--- config.mk ---
export PLATFORM = sky130hd
export DESIGN_NAME = password_programmer_flat
export DESIGN_NICKNAME = d
export VERILOG_FILES = /design/src/rtl/password_pkg.sv /design/src/rtl/password_programmer_if.sv /design/src/rtl/password_programmer.sv /design/src/flat_wrapper.sv
export SDC_FILE = /design/constraint.sdc
export NUM_CORES = 1
export LEC_CHECK = 0
export CAP_MARGIN = 20
export CORE_MARGIN = 3
export CORE_UTILIZATION = 60
export CTS_BUF_LIST = sky130_fd_sc_hd__clkbuf_4 sky130_fd_sc_hd__clkbuf_8 sky130_fd_sc_hd__clkbuf_16
export DETAILED_ROUTE_END_ITERATION = 8
export GPL_TIMING_DRIVEN = 1
export PLACE_DENSITY_LB_ADDON = 0.3
export SLEW_MARGIN = 15
export SYNTH_ARGS = -nofsm -noshare
export SYNTH_HDL_FRONTEND = slang
export SYNTH_SLANG_ARGS = --single-unit
--- constraint.sdc ---
create_clock -name CLK -period 6.1 [get_ports CLK]
set_clock_uncertainty 0.1 [all_clocks]
set_input_delay 1.22 -clock CLK [delete_from_list [all_inputs] [get_ports CLK]]
set_output_delay 1.22 -clock CLK [all_outputs]
set_load 0.02 [all_outputs]
--- src/rtl/password_pkg.sv ---
// rtl/password_pkg.sv - state/fail-code types and password sizes shared by programmer and validator
package password_pkg;

   localparam int PW_LEN    = 4;
   localparam int PW_ADDR_W = 2;

   typedef enum logic [2:0] {
      IDLE   = 3'd0,
      ENTER1 = 3'd1,
      ENTER2 = 3'd2,
      WRITE  = 3'd3,
      VERIFY = 3'd4,
      DONE   = 3'd5,
      FAIL   = 3'd6
   } ProgState;

   typedef enum logic [1:0] {
      FC_NONE    = 2'd0,
      FC_INVALID = 2'd1,
      FC_CONFIRM = 2'd2,
      FC_VERIFY  = 2'd3
   } FailCode;

endpackage

--- src/rtl/password_programmer_if.sv ---
// rtl/password_programmer_if.sv - keypad strobe and password-memory port of the programmer
interface password_programmer_if;
   import password_pkg::*;

   logic                 digit_valid;
   logic [3:0]           digit;
   logic [PW_ADDR_W-1:0] mem_addr;
   logic [3:0]           mem_wdata;
   logic                 mem_we;
   logic [3:0]           mem_rdata;

   modport master (
      input  digit_valid, digit, mem_rdata,
      output mem_addr, mem_wdata, mem_we
   );

   modport slave (
      output digit_valid, digit, mem_rdata,
      input  mem_addr, mem_wdata, mem_we
   );

endinterface

--- src/rtl/password_programmer.sv ---
// rtl/password_programmer.sv - captures, confirms and burst-writes a new 4-digit password
// Optional read-back check of the written memory: define PW_PROG_VERIFY_EN.
module password_programmer
   import password_pkg::*;
#(
   parameter logic [3:0] DIGIT_MAX = 4'd9
) (
   input  logic                  CLK,
   input  logic                  RST,
   input  logic                  start,
   input  logic                  abort,
   input  logic                  lockDown,
   password_programmer_if.master bus,
   output logic                  busy,
   output logic                  done,
   output logic                  fail,
   output logic [1:0]            fail_code
);

   ProgState             state, state_n;
   logic [PW_ADDR_W-1:0] cnt, cnt_n;
   logic [3:0]           pw_buf   [PW_LEN];
   logic [3:0]           pw_buf_n [PW_LEN];
   FailCode              code_n;
   logic                 we_n, done_n, fail_n;
   logic [PW_ADDR_W-1:0] addr_n;
   logic [3:0]           wdata_n;
   logic                 digit_ok, take_digit, cancel, last;

   assign digit_ok   = (bus.digit <= DIGIT_MAX);
   // a start in the same cycle as a keypress swallows the keypress
   assign take_digit = bus.digit_valid && !start;
   assign cancel     = abort || lockDown;
   assign last       = (cnt == PW_ADDR_W'(PW_LEN - 1));
   assign busy       = (state == ENTER1) || (state == ENTER2) ||
                       (state == WRITE)  || (state == VERIFY);

   always_ff @(posedge CLK or negedge RST) begin
      if (!RST) begin
         state         <= IDLE;
         cnt           <= '0;
         pw_buf        <= '{default: '0};
         bus.mem_we    <= 1'b0;
         bus.mem_addr  <= '0;
         bus.mem_wdata <= '0;
         done          <= 1'b0;
         fail          <= 1'b0;
         fail_code     <= FC_NONE;
      end else begin
         state         <= state_n;
         cnt           <= cnt_n;
         pw_buf        <= pw_buf_n;
         bus.mem_we    <= we_n;
         bus.mem_addr  <= addr_n;
         bus.mem_wdata <= wdata_n;
         done          <= done_n;
         fail          <= fail_n;
         fail_code     <= code_n;
      end
   end

   always_comb begin
      state_n  = state;
      cnt_n    = cnt;
      pw_buf_n = pw_buf;
      code_n   = FailCode'(fail_code);
      case (state)
         IDLE, DONE, FAIL: begin
            if (start && abort) begin
               state_n  = IDLE;
               cnt_n    = '0;
               pw_buf_n = '{default: '0};
               code_n   = FC_NONE;
            end else if (start && !lockDown) begin
               state_n = ENTER1;
               cnt_n   = '0;
               code_n  = FC_NONE;
            end
         end
         ENTER1: begin
            if (cancel) begin
               state_n  = IDLE;
               cnt_n    = '0;
               pw_buf_n = '{default: '0};
            end else if (take_digit) begin
               if (!digit_ok) begin
                  state_n = FAIL;
                  code_n  = FC_INVALID;
               end else begin
                  pw_buf_n[cnt] = bus.digit;
                  cnt_n         = cnt + 1'b1;
                  if (last) state_n = ENTER2;
               end
            end
         end
         ENTER2: begin
            if (cancel) begin
               state_n  = IDLE;
               cnt_n    = '0;
               pw_buf_n = '{default: '0};
            end else if (take_digit) begin
               if (!digit_ok) begin
                  state_n = FAIL;
                  code_n  = FC_INVALID;
               end else if (bus.digit != pw_buf[cnt]) begin
                  state_n = FAIL;
                  code_n  = FC_CONFIRM;
               end else begin
                  cnt_n = cnt + 1'b1;
                  if (last) state_n = WRITE;
               end
            end
         end
         WRITE: begin
            // the counter wraps back to zero as the burst ends
            cnt_n = cnt + 1'b1;
            if (last) begin
`ifdef PW_PROG_VERIFY_EN
               state_n = VERIFY;
`else
               state_n = DONE;
`endif
            end
         end
`ifdef PW_PROG_VERIFY_EN
         VERIFY: begin
            if (cancel) begin
               state_n  = IDLE;
               cnt_n    = '0;
               pw_buf_n = '{default: '0};
            end else if (bus.mem_rdata != pw_buf[cnt]) begin
               state_n = FAIL;
               code_n  = FC_VERIFY;
            end else begin
               cnt_n = cnt + 1'b1;
               if (last) state_n = DONE;
            end
         end
`endif
         default: begin
            state_n = IDLE;
            cnt_n   = '0;
         end
      endcase
   end

   // outputs are registered from the next state so they line up with state/cnt
   always_comb begin
      we_n    = (state_n == WRITE);
      addr_n  = ((state_n == WRITE) || (state_n == VERIFY)) ? cnt_n : '0;
      wdata_n = we_n ? pw_buf_n[cnt_n] : 4'd0;
      done_n  = (state_n == DONE);
      fail_n  = (state_n == FAIL);
   end

endmodule
--- src/flat_wrapper.sv ---
// flat-port wrapper written by rule: the top's interface ports become plain ports
module password_programmer_flat import password_pkg::*;
#(
   parameter logic [3:0] DIGIT_MAX = 4'd9
)
  (CLK, RST, start, abort, lockDown, busy, done, fail, fail_code, bus_digit_valid, bus_digit, bus_mem_rdata, bus_mem_addr, bus_mem_wdata, bus_mem_we);
  password_programmer_if bus_i ();
  input  logic CLK;
  input  logic RST;
  input  logic start;
  input  logic abort;
  input  logic lockDown;
  output logic busy;
  output logic done;
  output logic fail;
  output logic [1:0] fail_code;
  input wire logic [$bits(bus_i.digit_valid)-1:0] bus_digit_valid;
  input wire logic [$bits(bus_i.digit)-1:0] bus_digit;
  input wire logic [$bits(bus_i.mem_rdata)-1:0] bus_mem_rdata;
  output wire logic [$bits(bus_i.mem_addr)-1:0] bus_mem_addr;
  output wire logic [$bits(bus_i.mem_wdata)-1:0] bus_mem_wdata;
  output wire logic [$bits(bus_i.mem_we)-1:0] bus_mem_we;
  assign bus_i.digit_valid = bus_digit_valid;
  assign bus_i.digit = bus_digit;
  assign bus_i.mem_rdata = bus_mem_rdata;
  assign bus_mem_addr = bus_i.mem_addr;
  assign bus_mem_wdata = bus_i.mem_wdata;
  assign bus_mem_we = bus_i.mem_we;
  password_programmer #(.DIGIT_MAX(DIGIT_MAX)) u_core (.CLK(CLK), .RST(RST), .start(start), .abort(abort), .lockDown(lockDown), .bus(bus_i), .busy(busy), .done(done), .fail(fail), .fail_code(fail_code));
endmodule
==> results of run 1 <==
cells by family (layout without fill, tap and decap cells):
family	count (synthesis)	in the layout	synth area share [%]
AO/OA/AOI/OAI	79	79	28.4
buffers and inverters	17	38	4.49
multiplexers	7	7	4.55
AND/OR/NAND/NOR	69	69	18.0
flip-flops	32	32	37.8
XOR/XNOR	8	8	4.38
adder cells (fa/ha/maj)	4	4	2.37
final cells by class:
| type | instances | area share [%] |
|---|---|---|
| flip-flops and latches | 32 | 33.6 |
| well taps | 44 | 2.31 |
| clock inverters | 3 | 0.789 |
| repair buffers | 22 | 9.15 |
| clock buffers | 5 | 1.58 |
| inverters | 8 | 1.26 |
| multi-input cells | 167 | 51.3 |
sequential cells by signal, summed over array words and instances (netlist names):
name,cells
u_core.pw_buf,16
u_core.fail,1
u_core.fail_code,2
u_core.cnt,2
u_core.bus.mem_wdata,4
u_core.state,3
u_core.bus.mem_we,1
u_core.bus.mem_addr,2
u_core.done,1
worst reg2reg max path, stage by stage, from the launching register on:
cell,delay [ns]
dfrtp_1,0.64
mux4_2,0.59
xnor2_2,0.18
and2_1,0.19
o2111a_2,0.28
a31oi_2,0.54
a2111oi_2,0.18
a22o_1,0.27
a21o_1,0.15
report_power, final:
group	switching [mW]	internal [mW]	total, mW
clock	0.0776	0.0442	0.122
sequential	0.0161	0.219	0.235
combinational	0.0804	0.0465	0.127
total	0.174	0.309	0.483
layer usage:
layer / track usage [%] / wire length, um / vias up
li1: - / - / 854
met1: 38.0 / 2290 / 930
met2: 46.3 / 2750 / 101
met3: 6.84 / 446 / 16
met4: 8.55 / 95 / 0
met5: 0 / 0 / -
path summary, 6_finish.rpt:
check                                          endpoint  slack [ns]  depth (start not counted)
worst max-delay path            u_core.bus.mem_wdata[2]        2.13                          9
worst min-delay path                   u_core.pw_buf[6]        0.44                          2
worst max register to register  u_core.bus.mem_wdata[2]        2.88                          8
worst min register to register         u_core.pw_buf[6]        0.44                          2
max in group asynchronous       u_core.bus.mem_wdata[0]        4.43                          2
min in group asynchronous           u_core.fail_code[0]        1.16                          2
cells in the mapped netlist (2+ instances only):
cell type   n
nor2b_1     4
a311oi_1    2
a21o_1      3
xor2_1      4
xnor2_2     2
mux2i_1     4
buf_6       3
nand3_1     4
a22o_1     13
a31oi_1     4
o211ai_1    5
inv_1       8
dfrtp_1    32
a31o_2      4
and3_1      4
a2111o_1    2
nor3b_1     4
mux4_2      2
o21ai_0     8
o21a_1      4
buf_2       4
nor2_1     11
a21oi_1    11
a211oi_1    3
a22oi_1     4
and2_1      6
nand2b_1    4
ha_1        4
nor3_1      9
or2_2       3
a21oi_2     3
nand2_1    12
per-stage QoR:
stage | cells | instance area (um2) | setup WS, ns
final | 281 | 2380 | 2.13
after global routing | 281 | 2380 | 1.92
after CTS | 281 | 2380 | 2.16
after detailed placement | 273 | 2320 | 1.82
after global placement | 273 | 2320 | 1.84
after floorplan | 216 | 2120 | 2.88
==> results by group, run 1 <==
Setup path
  • Crit path buf inv count: 1
  • Crit path kind: in -> reg
  • Crit. Startpoint: bus_digit[1]
  • Critical Path RT: between 6 and 7 ns
  • Worst r2r src: u_core.cnt[1]
  • Setup crit end kind: register
  • Worst-path maximum fanout: 11
  • Slowest cell on the critical path: clkdlybuf4s50_1
  • Critical path cell sequence: clkdlybuf4s50_1 > o21a_1 > nor2_1 > or2_4 > a211o_1 > a31oi_2 > a2111oi_2 > a22o_1 > a21o_1
  • Largest stage delay, worst path: about 0.70 ns
  • Critical path's top delay family: compound AO/OA/AOI/OAI gates
  • CP arrival: slightly above 4 ns
  • CP Launch Type: primary input

Global routing
  • Number of global-route vias before repair: 1867
  • First-pass GRT wire length: approximately 9300 um
  • Initial antenna violation count: 0
  • Grt ovf: 0
  • Pin count of the biggest net entering global routing: 33
  • All-Layer GR Usage: between 20% and 30%

Detailed routing
  • Final ANT Viol Nets: 0
  • DRT Pass-1 Iters: 4
  • DRC Markers: 0
  • DRT iter0 DRCs: 211
  • Wirelength per Cell: between 15 and 20 um
  • Vias per inst: between 6 and 7
  • Vias: 1901
  • Routed wire length: between 5000 and 6000 um

Power
  • Tot Pwr: just under 0.5 mW
  • Maximum VDD drop: ~140 uV
  • Power Density: around 200 nW/um2
  • Static Leak: 1.02 nW

Synth
  • Post-Syn Area per Cell: slightly below 10 um2
  • Ranking of synthesized cells by area: dfrtp_1 38%, a22o_1 5.4%, a21oi_1 2.6%, ha_1 2.4%, nor3_1 2.1%
  • Synthesis Warnings: 0
  • EDFF count, synth: 0
  • Synthesized net count: about 230
  • Post-Syn Instances: roughly 220
  • Cell variety after synth: 58
  • Async set-reset flop share out of synthesis: 100%
  • Top cell type's share of synthesized area: 37.8%
  • Seq/Total Area, Yosys: between 30% and 40%
  • Largest area contributor in the netlist: dfrtp_1
  • Flop and latch count out of synthesis: 32
  • Cell Area, Synth: about 2100 um2
  • Synth Flop Type: dfrtp_1

Timing
  • Fin crit share: between 60% and 70%
  • TNS Setup: 0 ns
  • Fmax: around 250 MHz
  • Slew margin rel.: between 40 and 50%
  • Fin crit period: a little under 4 ns
  • Final hold vios: 0
  • Fin. max-slew vios: 0
  • Worst-Margin Slew: between 0.8 and 0.9 ns
  • RSZ-0062 raised after global routing: no
  • Min Hold Slack: ~0.44 ns
  • Final Setup Violations: 0

Clocking
  • Max Buffers Root-to-Sink: 2
  • Clock transition at path regs: ~0.11 ns
  • Cts hold-fix bufs: 0
  • CTS root buf: clkbuf_4
  • TritonCTS Buffers: 5
  • CTS resizes: 0
  • H-tree depth: 2
  • Skew-Pair Late Insertion Delay: about 0.34 ns
  • CTS tree: yes
  • Setup Fix Bufs, Post-CTS: 0
  • Total clock sinks: 32

Layout
  • Layout cells sized above 1: between 10 and 15%
  • Commonest non-fill, non-tap cells in the layout: 32 x dfrtp_1, 21 x clkdlybuf4s50_1, 13 x a22o_1
  • Final design utilization: roughly 74%
  • Antenna cells: 0
  • Layout Nets: 254
  • Fill cells: roughly 240
  • Area Overhead vs Synth: 12.5%
  • Register area: ~800 um2
  • Most common cell after layout, fill and taps aside: dfrtp_1
  • Area taken by multi-input logic gates: between 1000 and 1500 um2

Placed design
  • Port bufs: 21
  • Gpl congestion: between 0.9 and 1
  • Dpl hpwl: 4210 um

Floorplanning
  • Row count: 20
  • IO Count: 26
  • Die X-Extent: 65.4 um
  • Chip height: about 65 um
  • Total core area: about 3200 um2
  • Starting Density: 66.1%
  • Die area: 4270 um2

Min path
  • Min-delay worst type: reg -> reg
  • Worst Hold Launch: u_core.pw_buf[6]

Job
  • Number of max-cap violations: 0

Status
  • Status: finished clean
No activity file was read; power rests on OpenSTA's default activity.
==> run 2: changes to the inputs <==
CORE_UTILIZATION = 56   (was 60)
clock period = 3.7 ns   (was 6.1 ns; I/O delays follow)
==> run 2 against run 1 <==
  * Clock power grew to 2.8 times the previous value
  * Final cell count grew 4.3%
  * Combinational power grew 89%
  * Count of clock-buffer cells in the layout is the same
  * Core utilization shrank 2.3 points
  * Via count grew 4.9%
==> results by group, run 2 (synthesized netlist as in run 1, its figures left out) <==
Clocking
  • CTS tree: yes
  • CTS resizes: 0 (unchanged)
  • Cts hold-fix bufs: 0 (unchanged)
  • Max Buffers Root-to-Sink: 2 (unchanged)
  • H-tree depth: 2 (unchanged)
  • Clock transition at path regs: 0.08 ns (-0.03 ns)
  • Setup Fix Bufs, Post-CTS: 0 (unchanged)
  • Skew-Pair Late Insertion Delay: 0.29 ns (-0.05 ns)
  • CTS root buf: clkbuf_8
  • TritonCTS Buffers: 5 (unchanged)
  • Total clock sinks: 32 (unchanged)

Placed design
  • Gpl congestion: 0.978 (+1.1%)
  • Port bufs: 21 (unchanged)
  • Placed cell areas: 2400 um2 (+3.3%)
  • Dpl hpwl: 4140 um (-1.5%)

Detailed routing
  • DRC Markers: 0 (unchanged)
  • Vias: 1995 (+4.9%)
  • Final ANT Viol Nets: 0 (unchanged)
  • Routed wire length: 5830 um (+4.6%)
  • Wirelength per Cell: 19.9 um (+0.36%)
  • DRT Pass-1 Iters: 5 (+1)
  • DRT iter0 DRCs: 213 (+0.95%)
  • Vias per inst: 6.81 (+0.65%)

Global routing
  • Number of global-route vias before repair: 1937 (+3.7%)
  • Initial antenna violation count: 0 (unchanged)
  • Pin count of the biggest net entering global routing: 33 (unchanged)
  • First-pass GRT wire length: 9640 um (+3.8%)
  • Grt ovf: 0 (unchanged)
  • All-Layer GR Usage: 28.5% (-0.091 points)

Layout
  • Max FFs per register: 16 (unchanged)
  • Fill cells: 245 (+0.82%)
  • Area Overhead vs Synth: 18.9%
  • Largest register by flop count: u_core.pw_buf
  • Final design utilization: 72.0% (-2.3 points)
  • Layout cells sized above 1: 18.2% (+3.5 points)
  • Antenna cells: 0 (unchanged)
  • Final Cell Area: 2520 um2 (+5.7%)
  • Most common cell after layout, fill and taps aside: dfrtp_1
  • Top flop regs: u_core.pw_buf: 16 flops, u_core.bus.mem_wdata: 4 flops, u_core.state: 3 flops
  • Layout Nets: 264 (+3.9%)
  • Commonest non-fill, non-tap cells in the layout: 32 x dfrtp_1, 21 x clkdlybuf4s50_1, 13 x a22o_1

Setup path
  • Critical Path RT: 3.78 ns (-2.47 ns)
  • Crit path kind: in -> reg
  • Worst-path maximum fanout: 9 (-2)
  • Setup slack, reg-to-reg: 0.57 ns (-2.31 ns)
  • Critical path cell sequence: clkdlybuf4s50_1 > nor2_2 > nand3b_1 > or2_4 > a211o_1 > a31oi_2 > a2111oi_2 > a22o_1 > a21o_1
  • CP Launch Type: primary input
  • CP arrival: 3.41 ns (-0.71 ns)
  • Largest stage delay, worst path: 0.49 ns (-0.21 ns)
  • Setup crit end kind: register
  • Slowest cell on the critical path: clkdlybuf4s50_1
  • Crit path buf inv count: 1 (unchanged)
  • Critical path's top delay family: compound AO/OA/AOI/OAI gates

Floorplanning
  • Die area: 4550 um2 (+6.5%)
  • Starting Density: 60.5% (-5.5 points)
  • Chip height: 67.5 um (+3.2%)
  • IO Count: 26 (unchanged)
  • Total core area: 3490 um2 (+9.1%)
  • Row count: 21 (+5.0%)
  • Die X-Extent: 67.5 um (+3.2%)

Status
  • Status: finished clean

Timing
  • Fin crit share: about nine tenths
  • Min Hold Slack: 0.410 ns (-0.0345 ns)
  • TNS Setup: 0 ns (unchanged)
  • Fin. max-slew vios: 0 (unchanged)
  • Fmax: ~300 MHz
  • RSZ-0062 raised after global routing: no
  • Worst-Margin Slew: 0.575 ns (-0.249 ns)
  • Fin crit period: about 3.3 ns
  • Final Setup Violations: 0 (unchanged)
  • Final hold vios: 0 (unchanged)
  • Slew margin rel.: 61.6% (+17 points)

Power
  • Static Leak: 1.08 nW (+6.7%)
  • Tot Pwr: 0.965 mW (+100%)
  • Maximum VDD drop: 452 uV (+210%)
  • Power Density: 383 nW/um2 (+89%)

Min path
  • Min-delay worst type: reg -> reg

Job
  • Number of max-cap violations: 0 (unchanged)
run 2: worst paths after layout:
check                                               end                start  depth (start not counted)
worst max-delay path            u_core.bus.mem_wdata[2]             lockDown                          9
worst min-delay path                u_core.fail_code[0]  u_core.fail_code[0]                          2
worst max register to register  u_core.bus.mem_wdata[2]        u_core.cnt[1]                          8
worst min register to register      u_core.fail_code[0]  u_core.fail_code[0]                          2
max in group asynchronous               u_core.state[0]                  RST                          2
min in group asynchronous              u_core.pw_buf[2]                  RST                          2
run 2: per-stage QoR:
step	cells	worst slack, ns
2_1_floorplan	216	0.959
3_3_place_gp	285	0.178
3_5_place_dp	285	0.118
4_1_cts	293	0.405
5_1_grt	293	0.188
6_report	293	0.369
run 2: where the power goes:
group	total, mW	switching [mW]	internal [mW]	leakage [nW]
clock	0.347	0.144	0.203	0.0548
sequential	0.378	0.0171	0.361	0.445
combinational	0.240	0.149	0.0903	0.585
total	0.965	0.311	0.654	1.08
run 2: routing by layer:
layer / global-route usage, % / share of wire (%)
met5: 0 / 0
met4: 11.4 / 2.8
met3: 8.32 / 12
met2: 41.4 / 45
met1: 39.7 / 40
run 2: cell type report:
class / count / area (um2) / share of cell area [%]
repair buffers: 32 / 293 / 11.6
multi-input cells: 167 / 1220 / 48.5
well taps: 46 / 57.6 / 2.29
clock buffers: 5 / 68.8 / 2.73
clock inverters: 3 / 46.3 / 1.84
inverters: 8 / 30.0 / 1.19
flip-flops and latches: 32 / 801 / 31.8
run 2: worst min-delay path, delay by kind of cell, from the launching register on:
family,cells,cell delay (ns)
simple gates,1,0.05
compound gates,1,0.06
flops,1,0.37
